**src/rtl/lbp_engine.sv**
```systemverilog
`default_nettype none
// ============================================================================
// Module   : lbp_engine
// Purpose  : 3x3 Local Binary Pattern engine with a sliding window that reuses
//            two columns per in-row step. Optional macro: LBP_STALL_EN.
// Revision : 1.0
// ============================================================================
module lbp_engine #(
    parameter int IMG_W       = 128,
    parameter int IMG_H       = 128,
    parameter int DW          = 8,
    parameter int AW          = 14,
    parameter int BORDER_ZERO = 0
) (
    input  logic          clk,
    input  logic          reset,
    input  logic          gray_ready,
    output logic          gray_req,
    output logic [AW-1:0] gray_addr,
    input  logic [DW-1:0] gray_data,
    output logic          lbp_valid,
    output logic [AW-1:0] lbp_addr,
    output logic [7:0]    lbp_data,
`ifdef LBP_STALL_EN
    input  logic          lbp_ready,
`endif
    output logic          finish
);

    localparam bit          BZ      = (BORDER_ZERO != 0);
    localparam logic [AW-1:0] IMG_W_A = AW'(IMG_W);
    localparam logic [AW-1:0] X_MAX   = AW'(IMG_W - 1);
    localparam logic [AW-1:0] Y_MAX   = AW'(IMG_H - 1);
    localparam logic [AW-1:0] X_START = BZ ? '0 : AW'(1);
    localparam logic [AW-1:0] Y_START = BZ ? '0 : AW'(1);
    localparam logic [AW-1:0] X_END   = BZ ? AW'(IMG_W - 1) : AW'(IMG_W - 2);
    localparam logic [AW-1:0] Y_END   = BZ ? AW'(IMG_H - 1) : AW'(IMG_H - 2);

    typedef enum logic [2:0] {
        S_IDLE   = 3'd0,
        S_LOAD   = 3'd1,
        S_SLIDE  = 3'd2,
        S_WRITE  = 3'd3,
        S_BORDER = 3'd4,
        S_DONE   = 3'd5
    } state_t;

    state_t        state_q;
    logic [AW-1:0] x_q, y_q;
    logic [3:0]    cnt_q;
    logic [1:0]    col_q, row_q;
    logic          pend_q;
    logic [1:0]    pcol_q, prow_q;
    logic [DW-1:0] win_q [3][3];   // [column][row], column 0 = x-1

    logic [DW-1:0] win_d [3][3];
    logic [7:0]    code_d;
    logic [3:0]    need;
    logic          issuing;
    logic          accept;
    logic          last_pix;
    logic [AW-1:0] nx_x, nx_y;
    logic          nx_border, nx_load;

    function automatic logic [AW-1:0] pix_addr(input logic [AW-1:0] px,
                                               input logic [AW-1:0] py);
        return py * IMG_W_A + px;
    endfunction

    function automatic logic [AW-1:0] win_addr(input logic [AW-1:0] px,
                                               input logic [AW-1:0] py,
                                               input logic [1:0]    col,
                                               input logic [1:0]    row);
        return pix_addr(px + AW'(col) - AW'(1), py + AW'(row) - AW'(1));
    endfunction

`ifdef LBP_STALL_EN
    assign accept = lbp_ready;
`else
    assign accept = 1'b1;
`endif

    assign need     = (state_q == S_LOAD) ? 4'd9 : 4'd3;
    assign issuing  = ((state_q == S_LOAD) || (state_q == S_SLIDE)) && (cnt_q != need);
    assign gray_req = issuing && gray_ready;

    // Window as it will look after this cycle's capture; the code is taken from it
    // so the final capture and the result register update share one cycle.
    always_comb begin
        win_d = win_q;
        if (pend_q) begin
            win_d[pcol_q][prow_q] = gray_data;
        end
        code_d[0] = (win_d[0][0] >= win_d[1][1]);
        code_d[1] = (win_d[1][0] >= win_d[1][1]);
        code_d[2] = (win_d[2][0] >= win_d[1][1]);
        code_d[3] = (win_d[0][1] >= win_d[1][1]);
        code_d[4] = (win_d[2][1] >= win_d[1][1]);
        code_d[5] = (win_d[0][2] >= win_d[1][1]);
        code_d[6] = (win_d[1][2] >= win_d[1][1]);
        code_d[7] = (win_d[2][2] >= win_d[1][1]);
    end

    always_comb begin
        last_pix = (x_q == X_END) && (y_q == Y_END);
        if (x_q == X_END) begin
            nx_x = X_START;
            nx_y = y_q + AW'(1);
        end else begin
            nx_x = x_q + AW'(1);
            nx_y = y_q;
        end
        nx_border = BZ && ((nx_x == '0) || (nx_x == X_MAX) || (nx_y == '0) || (nx_y == Y_MAX));
        nx_load   = (nx_x == AW'(1));
    end

    always_ff @(posedge clk or negedge reset) begin
        if (!reset) begin
            state_q   <= S_IDLE;
            x_q       <= '0;
            y_q       <= '0;
            cnt_q     <= '0;
            col_q     <= '0;
            row_q     <= '0;
            pend_q    <= 1'b0;
            pcol_q    <= '0;
            prow_q    <= '0;
            gray_addr <= '0;
            lbp_valid <= 1'b0;
            lbp_addr  <= '0;
            lbp_data  <= '0;
            finish    <= 1'b0;
            for (int c = 0; c < 3; c++) begin
                for (int r = 0; r < 3; r++) begin
                    win_q[c][r] <= '0;
                end
            end
        end else begin
            case (state_q)
                S_IDLE: begin
                    if (gray_ready) begin
                        x_q <= X_START;
                        y_q <= Y_START;
                        if (BZ) begin
                            state_q   <= S_BORDER;
                            lbp_valid <= 1'b1;
                            lbp_addr  <= '0;
                            lbp_data  <= '0;
                        end else begin
                            state_q   <= S_LOAD;
                            cnt_q     <= '0;
                            col_q     <= '0;
                            row_q     <= '0;
                            gray_addr <= win_addr(X_START, Y_START, 2'd0, 2'd0);
                        end
                    end
                end

                S_LOAD, S_SLIDE: begin
                    win_q  <= win_d;
                    pend_q <= 1'b0;
                    if (issuing) begin
                        if (gray_ready) begin
                            pend_q <= 1'b1;
                            pcol_q <= col_q;
                            prow_q <= row_q;
                            cnt_q  <= cnt_q + 4'd1;
                            if (row_q == 2'd2) begin
                                row_q     <= 2'd0;
                                col_q     <= col_q + 2'd1;
                                gray_addr <= win_addr(x_q, y_q, col_q + 2'd1, 2'd0);
                            end else begin
                                row_q     <= row_q + 2'd1;
                                gray_addr <= win_addr(x_q, y_q, col_q, row_q + 2'd1);
                            end
                        end
                    end else if (pend_q) begin
                        state_q   <= S_WRITE;
                        lbp_valid <= 1'b1;
                        lbp_addr  <= pix_addr(x_q, y_q);
                        lbp_data  <= code_d;
                    end
                end

                S_WRITE, S_BORDER: begin
                    if (accept) begin
                        if (last_pix) begin
                            state_q   <= S_DONE;
                            lbp_valid <= 1'b0;
                            finish    <= 1'b1;
                        end else begin
                            x_q <= nx_x;
                            y_q <= nx_y;
                            if (nx_border) begin
                                state_q   <= S_BORDER;
                                lbp_valid <= 1'b1;
                                lbp_addr  <= pix_addr(nx_x, nx_y);
                                lbp_data  <= '0;
                            end else begin
                                lbp_valid <= 1'b0;
                                cnt_q     <= '0;
                                row_q     <= '0;
                                if (nx_load) begin
                                    state_q   <= S_LOAD;
                                    col_q     <= 2'd0;
                                    gray_addr <= win_addr(nx_x, nx_y, 2'd0, 2'd0);
                                end else begin
                                    // Shift left; the right column is refetched by SLIDE.
                                    state_q   <= S_SLIDE;
                                    col_q     <= 2'd2;
                                    gray_addr <= win_addr(nx_x, nx_y, 2'd2, 2'd0);
                                    for (int r = 0; r < 3; r++) begin
                                        win_q[0][r] <= win_q[1][r];
                                        win_q[1][r] <= win_q[2][r];
                                    end
                                end
                            end
                        end
                    end
                end

                S_DONE: begin
                    finish    <= 1'b1;
                    lbp_valid <= 1'b0;
                end

                default: begin
                    state_q <= S_IDLE;
                end
            endcase
        end
    end

endmodule
`default_nettype wire

```
**config.mk**
```make
export PLATFORM = sky130hd
export DESIGN_NAME = lbp_engine
export DESIGN_NICKNAME = d
export VERILOG_FILES = /design/src/rtl/lbp_engine.sv
export SDC_FILE = /design/constraint.sdc
export NUM_CORES = 1
export LEC_CHECK = 0
export ABC_AREA = 1
export BUFFER_PORTS_ARGS = -buffer_cell sky130_fd_sc_hd__buf_2
export CORE_UTILIZATION = 60
export DETAILED_ROUTE_END_ITERATION = 12
export PLACE_DENSITY = 0.78
export SLEW_MARGIN = 20
export SYNTH_ARGS = -nofsm -noshare
export SYNTH_HDL_FRONTEND = slang
export SYNTH_SLANG_ARGS = --single-unit
```
**constraint.sdc**
```tcl
create_clock -name clk -period 8.9 [get_ports clk]
set_clock_uncertainty 0.15 [all_clocks]
set_input_delay 1.335 -clock clk [delete_from_list [all_inputs] [get_ports clk]]
set_output_delay 1.335 -clock clk [all_outputs]
set_load 0.02 [all_outputs]
```
==> results.md, run 1 <==
- The clock passes through at most 2 buffers.
- After global routing the overflow that remains totals 0.
- The starting DRC count in detailed routing is 935.
- The number of placed instances with taps included is 2,068.
- The combinational family with the most area after synthesis is simple AND/OR/NAND/NOR gates.
- The startpoint of the most critical setup path is state_q[0].
- The congestion estimate from routability-driven global placement came to 0.982.
- The worst setup path is launched from a flip-flop.
- For this run, the number of Yosys warnings is 0.
- The count of endpoints failing setup in the final report is 0.
- The portion of netlist area occupied by mux cells is 0%.
- The global-route usage over all layers is 35.1%.
- The vias per cell is 5.80.
- Counting flops with an async set or reset pin after synthesis yields a share of 100%.
- The estimated wirelength of the detail-placed design is 27,500 µm.
- In the final timing run, aggregate negative setup slack is 0 ns.
- The number of global-route vias before repair came to 11,900.
- The post-synthesis instance area is 0.0128 mm².
- The path class of the lowest-slack min-delay path is reg2reg.
- In this design, the stage delay of the slowest critical-path cell is 0.85 ns.
- The quantity of I/O buffers inserted on ports is 49.
- The final wirelength is 37,300 µm.
- The setup slack of the worst register-to-register path is 4.43 ns.
- The fraction of the mapped netlist area in simple logic gates is 23.4%.
- In this run the worst setup path terminates at gray_req.
- The upper clock frequency limit is 0.183 GHz.
- The destination of the worst register-to-register timing path is gray_addr[13].
- The origin of the critical flop-to-flop path is x_q[0].
- In the synthesized netlist the dominant register cell turns out to be dfrtp_1.
- The detail route stage leaves a number of antenna-violating nets equal to 0.
- Measured along the x axis, the die boundary spans 148 µm.
- The worst slew margin relative to its limit is 33.3%.
- Of the available clock period, the critical path in the final layout requires 61.5%.
- The count of clock tree sinks is 154.
- The critical path data arrival time is 3.98 ns.
- The fraction of final layout cells with drive strength greater than 1 is 7.84%.
- The initial utilization of the core area, before any placement, comes to 61.0%.
- 0 antenna diodes ended up in the layout.
- The number of pins exceeding their max-slew limit in the final report is 0.
- Along the worst path, the maximum fanout reaches 41.
- The average wire length per cell after detail routing is 17.8 µm.
- The register clock-pin slew on the reported worst setup and hold paths is 0.07 ns.
- Excluding fillers, the count of instances in the completed layout stands at 2,099.
- The I/O pin count is 50.
- In this run, distinct cell masters in the synthesized netlist total 49.
- At the pin with the least slew margin, the transition time is 0.993 ns.
- The via total after detailed routing is 12,200.
- The total CTS buffers is 17.
- The placement row count is 53.
- In this run the number of cells on the critical path is 11.
- The vertical extent of the die is 148 µm.
- Walking the worst path, the cells encountered are a21oi_2 -> inv_2 -> nor2_2 -> buf_4 -> clkinv_1 -> nor2_1 -> nor3_4 -> buf_4 -> inv_2 -> nor2_4 -> buf_2.
- When the netlist entered floorplanning its net count stood at 1,962.
- The core box area is 0.0210 mm².
- The final-report hold violation count came to 0.
- Clock tree synthesis selected as its root buffer the cell clkbuf_16.
- After synthesis, the mean cell area works out to 7.21 µm².
- The number of buffers added for setup after CTS is 0.
- For the worst flop-to-flop path, the logic depth is 27.
- Setup repair after global routing left no endpoint under its margin.
- Summing the areas of all compound-gate instances in the mapped netlist gives 17.7% of the synthesized area.
- In the routed design, unresolved DRC markers number 0.
- Counting flops with a built-in enable in the synthesized netlist gives 0.
- The H-tree generated during clock tree synthesis spans 4 levels.
- The adder and majority cell fraction of the synthesized area is 16.9%.
- After synthesis the netlist holds a flip-flop and latch count of 154.
- Entering global routing, the biggest net connects 98 pins.
- TritonCTS built the clock tree.
- The clock period minus final worst setup slack is 5.47 ns.
- The gate family responsible for the most delay along the worst path is buffers and inverters.
- The hold-fix buffer count after cts is 0.
- The global-route wire length before repair is 60,000 µm.
- The run finished with clean final reports.
- The master of the slowest instance on the critical path is clkinv_1.
- The total die area is 0.0220 mm².
- The number of antenna violations at the first check in global routing came to 0.
- STA puts the critical path data required time at 7.41 ns.
- The quantity of gates resized following cts is 0.
- The layout net count is 1,993.
- The sequential-to-total area share from yosys stat is 30.0%.
- STA classifies the critical path endpoint as an output pin.
- The later pin in the worst-skew pair is clocked with a latency of 0.44 ns.
- The number of search-and-repair iterations in the first detailed-routing pass is 6.
- The gate count after technology mapping is 1,781.
- The critical path is of the reg2out type.
- Of the total synthesized cell area, the portion taken by XOR and XNOR cells is 2.87%.
- The area added between synthesis and finish is 8.63%.
- Max-cap violations in this run came to 0.
- The number of buffers and inverters on the critical path is 6.
stage by stage:
stage / instance area, µm² / worst slack, ns / util (%) / hold slack, ns
after floorplan: 12800 / 5.19 / - / 0.320
after global placement: 13300 / 4.18 / 63.3 / 0.296
after detailed placement: 13300 / 4.03 / 63.3 / 0.303
after CTS: 13900 / 3.56 / 66.3 / 0.320
after global routing: 13900 / 3.28 / 66.3 / 0.347
final: 13900 / 3.43 / 66.3 / 0.316
registers in the layout (all words and copies together), names as in the netlist, 2 cells and up:
signal     cells
cnt_q          4
col_q          2
gray_addr     14
lbp_addr      14
lbp_data       8
pcol_q         2
prow_q         2
row_q          2
state_q        3
win_q         72
x_q           14
y_q           14
cell usage after synthesis (all sizes together) (20+ instances only):
library cell	count	share of area, %
a31oi	43	2.1
xor2	30	2.0
nor2	155	5.0
nand2	430	13
nor3	20	0.95
a21oi	70	2.8
o21ai	194	7.6
clkbuf	34	0.99
inv	250	7.3
nand3	77	3.0
dfrtp	154	30
ha	165	16
layout make-up:
class,instances,area [µm²]
clock buffers,17,425
clock inverters,14,210
fillers,1866,7080
inverters,252,946
multi-input cells,1324,7800
flip-flops and latches,154,3850
well taps,275,344
repair buffers,63,357
cells in the final DEF, fill, tap and decap left out, types with 8 or more instances in the layout:
| master | instances |
|---|---|
| nand2_1 | 421 |
| inv_1 | 241 |
| o21ai_0 | 179 |
| ha_1 | 165 |
| dfrtp_1 | 154 |
| nor2_1 | 142 |
| nand3_1 | 77 |
| a21oi_1 | 68 |
| buf_2 | 48 |
| a31oi_1 | 43 |
| xor2_1 | 30 |
| o22ai_1 | 19 |
| nor3_1 | 17 |
| clkbuf_16 | 17 |
| nand4_1 | 16 |
| o21ai_1 | 15 |
| o211ai_1 | 15 |
| buf_4 | 14 |
| xnor2_1 | 12 |
| or2_2 | 12 |
| o21a_1 | 12 |
| inv_2 | 9 |
| nand2_2 | 9 |
| nor2_2 | 8 |
how the worst min path moves through the flow:
| stage | cells past startpoint | slack (ns) | start | endpoint |
|---|---|---|---|---|
| CTS | 1 | 0.32 | finish | finish |
| global route | 1 | 0.35 | finish | finish |
| detailed placement | 1 | 0.30 | finish | finish |
| floorplan | 2 | 0.32 | win_q[8] | win_q[8] |
| global placement | 1 | 0.30 | finish | finish |
| finish | 1 | 0.32 | finish | finish |
metal layers:
| layer | global-route usage (%) | part of all wire, % | vias to the layer above |
|---|---|---|---|
| li1 | - | - | 5937 |
| met1 | 42.4 | 42 | 5693 |
| met2 | 59.4 | 48 | 431 |
| met5 | 0 | 0 | - |
| met4 | 18.6 | 4.6 | 0 |
| met3 | 6.50 | 6.0 | 104 |
cells by family (layout without fill, tap and decap cells):
logic type | Yosys count | after routing
buffers and inverters | 303 | 346
DFF | 154 | 154
AOI/OAI and AO/OA | 395 | 395
xor gates and xnor gates | 42 | 42
adders and majority gates | 170 | 170
and+or+nand+nor | 717 | 717
Power of run 1 is left out: the tool's default activity adds up to more than one toggle a clock period on the data nets, which glitch-free logic cannot reach.
==> inputs of run 2 (changes only) <==
CORE_UTILIZATION = 58   (was 60)
clock period = 4.8 ns   (was 8.9 ns; I/O delays follow)
==> run 2 against run 1 <==
  * Count of clock-buffer cells in the layout is the same
  * Final cell count grew 0.57%
  * Register-to-register slack lost 3.9 ns
  * Setup slack lost 2.9 ns
  * Critical path type is now reg2reg
  * First-iteration DRC count shrank 9.6%
  * Worst hold slack lost 0.036 ns
  * Routed wire length grew 1.1%
  * Critical endpoint is now gray_addr[13]
  * Via count grew 1.4%
  * Largest cell class unchanged
==> results.md, run 2 (synthesized netlist as in run 1, its figures left out) <==
- Based on the critical path, the design can be clocked at up to 0.235 GHz.
- The first routing iteration left 845 violations.
- The worst slew margin relative to its limit is 35.3%.
- Entering global routing, the biggest net connects 101 pins.
- From synthesis to final layout, the design area changed by 8.79%.
- The flip-flop count of the largest register after layout is 72.
- The pin slew with the least headroom to its limit is 0.971 ns.
- Dividing the detail-routed via count by the number of cells gives 5.84.
- The via total after detailed routing is 12,300.
- The worst register-to-register path has a setup slack of 0.55 ns.
- Setup violations remaining at the end of the flow were counted as 0.
- The width of the chip is 151 µm.
- The final wirelength is 37,700 µm.
- The total CTS buffers is 17.
- The first global-routing pass estimated 60,100 µm of wire.
- The worst setup path is launched from a flip-flop.
- The number of antenna violations at the first check in global routing is 0.
- The worst hold path belongs to the class in2async.
- The die is 151 µm tall.
- The flow ran to the end, and the final reports show no timing, DRC or antenna violations.
- The H-tree generated during clock tree synthesis spans 4 levels.
- The layout net count is 2,000.
- After floorplanning, the core was divided into 54 placement rows.
- During I/O placement, the number of pins put on the boundary was 50.
- The number of nets with antenna violations after detailed routing is 0.
- The fraction of final layout cells with drive strength greater than 1 is 8.19%.
- The cell sitting at the root of the clock tree is a clkbuf_16.
- The multi-input combinational cells in the finished layout cover a total of 0.00780 mm².
- The number of pins exceeding their max-slew limit in the final report is 0.
- The quantity of I/O buffers inserted on ports is 49.
- The congestion estimate from routability-driven global placement came to 0.985.
- Global routing used 34.4% of the available tracks across all layers.
- The average wire length per cell after detail routing is 17.9 µm.
- The buffer depth of the longest clock path is 2.
- The number of placed instances with taps included is 2,080.
- The final-report hold violation count is 0.
- The number of buffers added for setup after CTS is 0.
- Across the whole layout, storage elements account for 0.00385 mm².
- Max-cap violations in this run came to 0.
- At the worst endpoint, the required time is 5.01 ns.
- The repair_antennas step left the layout with diodes totalling 0.
- The hold slack is 0.281 ns.
- After clock tree synthesis, the clock-pin slew on the worst setup and hold paths is 0.07 ns.
- The largest register by flop count is win_q.
- The estimated wirelength of the detail-placed design is 27,900 µm.
- The quantity of gates resized following cts is 0.
- After the flow finishes, the layout carries non-filler instances totaling 2,111.
- In the routed design, unresolved DRC markers number 0.
- The TritonCTS clock tree is done.
- The library cell used most frequently in the layout, excluding fill and tap cells, is nand2_1.
- Setup repair after global routing left no endpoint under its margin.
- The die covers 0.0227 mm².
- The insertion delay of the later-clocked pin in the worst-skew pair is 0.44 ns.
- The clock period minus final worst setup slack is 4.25 ns.
- The kind of end point of the critical path is a flip-flop.
- The number of global-route vias before repair was 11,900.
- The number of hold buffers added after CTS was 0.
- The core box area is 0.0218 mm².
- The fill cell instance count of the final layout is 1,976.
- Of all nets on the critical path, the largest fanout is 14.
- Once the floorplan was initialized, standard cells occupied 59.0% of the core.
- Before antenna repair, the detailed router went through 8 iterations.
- Summed over all layers, the global routing overflow is 0.
- At the worst endpoint, the arrival time is 4.47 ns.
- The startpoint-to-endpoint class of the critical path is reg2reg.
- In the layout the commonest cells are nand2_1 (421), inv_1 (241), o21ai_0 (182).
- The count of clock tree sinks is 154.
- The total negative slack for setup checks is 0 ns.
- Dividing the final minimum period by the clock period gives 88.6%.
[run 2: cell count changes in the layout (fill, tap and decap cells not counted), sizes merged]
cell | before | now
clkinv | 2 | 5
buf | 63 | 70
clkinvlp | 4 | 3
bufinv | 4 | 2
[run 2: area by class of cell]
type	count	area share, %
sequential	154	27.6
tap	280	2.51
inverter	252	6.77
multi-input combinational	1324	55.9
timing repair buffer	70	3.02
clock inverter	14	1.15
clock buffer	17	3.05
[run 2: final timing paths]
kind,from,end,cells past startpoint
min in group clk,lbp_data[1],lbp_data[1],2
max reg2reg,x_q[3],gray_addr[13],26
min,reset,win_q[64],1
max,x_q[3],gray_addr[13],26
min reg2reg,lbp_data[1],lbp_data[1],2
max in group asynchronous,reset,gray_addr[2],2
[run 2: worst max-delay path: stages, from the launching register on]
cell and delay [ns]:
dfrtp_1 0.45, ha_1 0.27, nand2_1 0.09, inv_1 0.06, nand3_1 0.08, nor2_2 0.51
nand2_1 0.14, nand2_2 0.16, nor2_4 0.06, nand2_1 0.10, nand2_1 0.06, nand2_1 0.12
inv_1 0.06, ha_1 0.32, inv_1 0.09, ha_1 0.34, nand2_1 0.10, nor2_1 0.05
a211oi_1 0.17, nand3_1 0.14, nand2_1 0.08, nand2_1 0.05, a21oi_1 0.16, nand3_1 0.10
nand3_1 0.09, nand2_1 0.05, a21oi_1 0.12
[run 2: stage by stage]
step	util, %	area (µm²)	setup slack [ns]
after floorplan	-	12800	1.09
after global placement	61.5	13400	0.723
after detailed placement	61.5	13400	0.582
after CTS	64.2	14000	0.552
after global routing	64.2	14000	0.0225
final	64.2	14000	0.546
[run 2: metal layers]
metal	wire length, µm	vias to the layer above	track usage, %
li1	-	5971	-
met1	15100	5791	40.2
met2	18300	457	59.8
met3	2270	118	4.67
met4	2100	0	20.3
met5	0	-	0
Power of run 2 is left out for the same reason.
==> inputs of run 3 (changes only) <==
RECOVER_POWER = 50   (was not set)
==> run 3 against run 2 <==
  * The run now ends with capacitance limit, slew limit left
  * Critical path depth increased by 1
  * Non-clock buffer count unchanged
  * Flip-flop and latch count unchanged
  * Critical endpoint unchanged
==> results.md, run 3 (synthesized netlist as in run 1, its figures left out) <==
- The flow ran to the end, but the final reports show violations.
- The pin count of the biggest net entering global routing is 101.
- Adding up every negative setup slack in the final design gives 0 ns.
- In this run the worst path has a maximum fanout of 14.
- Gates resized during post-CTS repair numbered 0.
- The tool flagged a number of max-cap violations equal to 3.
- In this run the worst hold path is classified as reg2reg.
- The clock period minus final worst setup slack is 4.26 ns.
- The final-report hold violation count is 0.
- Of the available clock period, the critical path in the final layout requires 88.8%.
- The buffer depth of the longest clock path is 2.
- The width of the chip is 151 µm.
- The area used by multi-input combinational logic is 0.00780 mm².
- In the layout the commonest cells are nand2_1 (421), inv_1 (241), o21ai_0 (182).
- Counting the buffers created by CTS gives 17.
- The starting DRC count in detailed routing is 814.
- The worst slew margin relative to its limit is -76.2%.
- The total overflow left after global routing is 0.
- For this run, the top clock speed supported by timing is 0.235 GHz.
- The number of pins exceeding their max-slew limit in the final report is 159.
- The final layout contains 2,000 nets.
- The core region is 0.0218 mm².
- The I/O pin count is 50.
- The register with the most flip-flops in the final layout is win_q.
- Setup repair after global routing left no endpoint under its margin.
- The average wire length per cell after detail routing is 17.8 µm.
- The count of clock tree sinks is 154.
- In this run the tool buffered the top-level ports with 49 buffer cells.
- The area growth from synthesis to layout is 8.61%.
- The cell repeated most along the worst path is nand2_1.
- The clock tree synthesis step divided the H-tree into 4 levels.
- The routed layout has 12,300 vias.
- At the end of routability-driven placement, the weighted congestion stood at 0.985.
- For this run, the total global-route usage over all layers was measured as 34.4%.
- Setup violations remaining at the end of the flow were counted as 0.
- After clock tree synthesis, the clock-pin slew on the worst setup and hold paths is 0.07 ns.
- In the routed design, unresolved DRC markers number 0.
- The die covers 0.0227 mm².
- Across the whole layout, storage elements account for 0.00385 mm².
- The number of antenna violations at the first check in global routing came to 0.
- At the worst endpoint, the required time is 5.01 ns.
- The clock reaches the later pin of the worst-skew pair after 0.44 ns.
- The pin slew with the least headroom to its limit is 2.64 ns.
- The hold-fix buffer count after cts is 0.
- The master of the slowest instance on the critical path is nor2_2.
- STA classifies the critical path endpoint as a flip-flop.
- In the final layout, the share of cells above drive strength 1 is 7.70%.
- The critical path data arrival time is 4.47 ns.
- The number of nets with antenna violations after detailed routing is 0.
- The library cell used most frequently in the layout, excluding fill and tap cells, is nand2_1.
- The cell sitting at the root of the clock tree is a clkbuf_16.
- Summed over all nets, the half-perimeter wirelength after detailed placement is 27,900 µm.
- The post-route worst setup slack is 0.539 ns.
- The register with the most flip-flops in the layout has 72 of them.
- The count of inserted antenna diode cells is 0.
- The critical path is of the reg2reg type.
- Before CTS, the worst setup slack after placement is 0.582 ns.
- Post-CTS timing repair inserted 0 buffers for setup.
- The final reports fail on capacitance limit, slew limit.
- The global-route wire length before repair is 60,100 µm.
- After floorplanning, the core was divided into 54 placement rows.
- In this design, the stage delay of the slowest critical-path cell is 0.52 ns.
- The number of search-and-repair iterations in the first detailed-routing pass is 7.
- The final wirelength is 37,700 µm.
- The TritonCTS clock tree is done.
- The number of global-route vias before repair was 11,900.
- STA classifies the critical path startpoint as a flip-flop.
- The fill cell instance count of the final layout is 1,985.
- The vertical extent of the die is 151 µm.
- The vias per cell is 5.82.
- The effective utilization at floorplan is 59.0%.
-- run 3: through the flow --
step | cells | instance area [µm²] | util (%) | hold slack, ns
final | 2111 | 13900 | 64.1 | 0.331
after global routing | 2111 | 13900 | 64.1 | 0.367
after global placement | 2080 | 13400 | 61.5 | 0.308
after detailed placement | 2080 | 13400 | 61.5 | 0.320
after floorplan | 1781 | 12800 | - | 0.274
after CTS | 2111 | 14000 | 64.2 | 0.320
-- run 3: final cells by class --
class | count | area share [%]
Multi-Input combinational cell | 1324 | 56.0
Clock inverter | 14 | 1.15
Sequential cell | 154 | 27.6
Tap cell | 280 | 2.51
Clock buffer | 17 | 3.05
Inverter | 252 | 6.79
Timing Repair Buffer | 70 | 2.88
-- run 3: worst paths after layout --
check / from / endpoint / slack (ns) / cells after the start
max: x_q[0] / gray_addr[13] / 0.54 / 27
min: gray_addr[11] / gray_addr[11] / 0.33 / 2
max reg2reg: x_q[0] / gray_addr[13] / 0.54 / 27
min reg2reg: gray_addr[11] / gray_addr[11] / 0.33 / 2
max in group asynchronous: reset / gray_addr[2] / 0.98 / 2
min in group asynchronous: reset / lbp_data[0] / 0.97 / 1
-- run 3: per-layer routing --
metal	track usage (%)	part of all wire (%)	up-vias
met4	20.3	5.5	0
li1	-	-	5968
met5	0	0	-
met3	4.67	5.7	120
met1	40.2	40	5748
met2	59.8	48	460
-- run 3: worst max-delay path, delay by kind of cell, from the launching register on --
| kind | cells | cell delay, ns |
|---|---|---|
| flops | 1 | 0.42 |
| simple gates | 17 | 1.98 |
| buf+inv | 4 | 0.37 |
| compound gates | 3 | 0.45 |
| fa+ha+maj | 3 | 0.83 |
Power of run 3 is left out for the same reason.
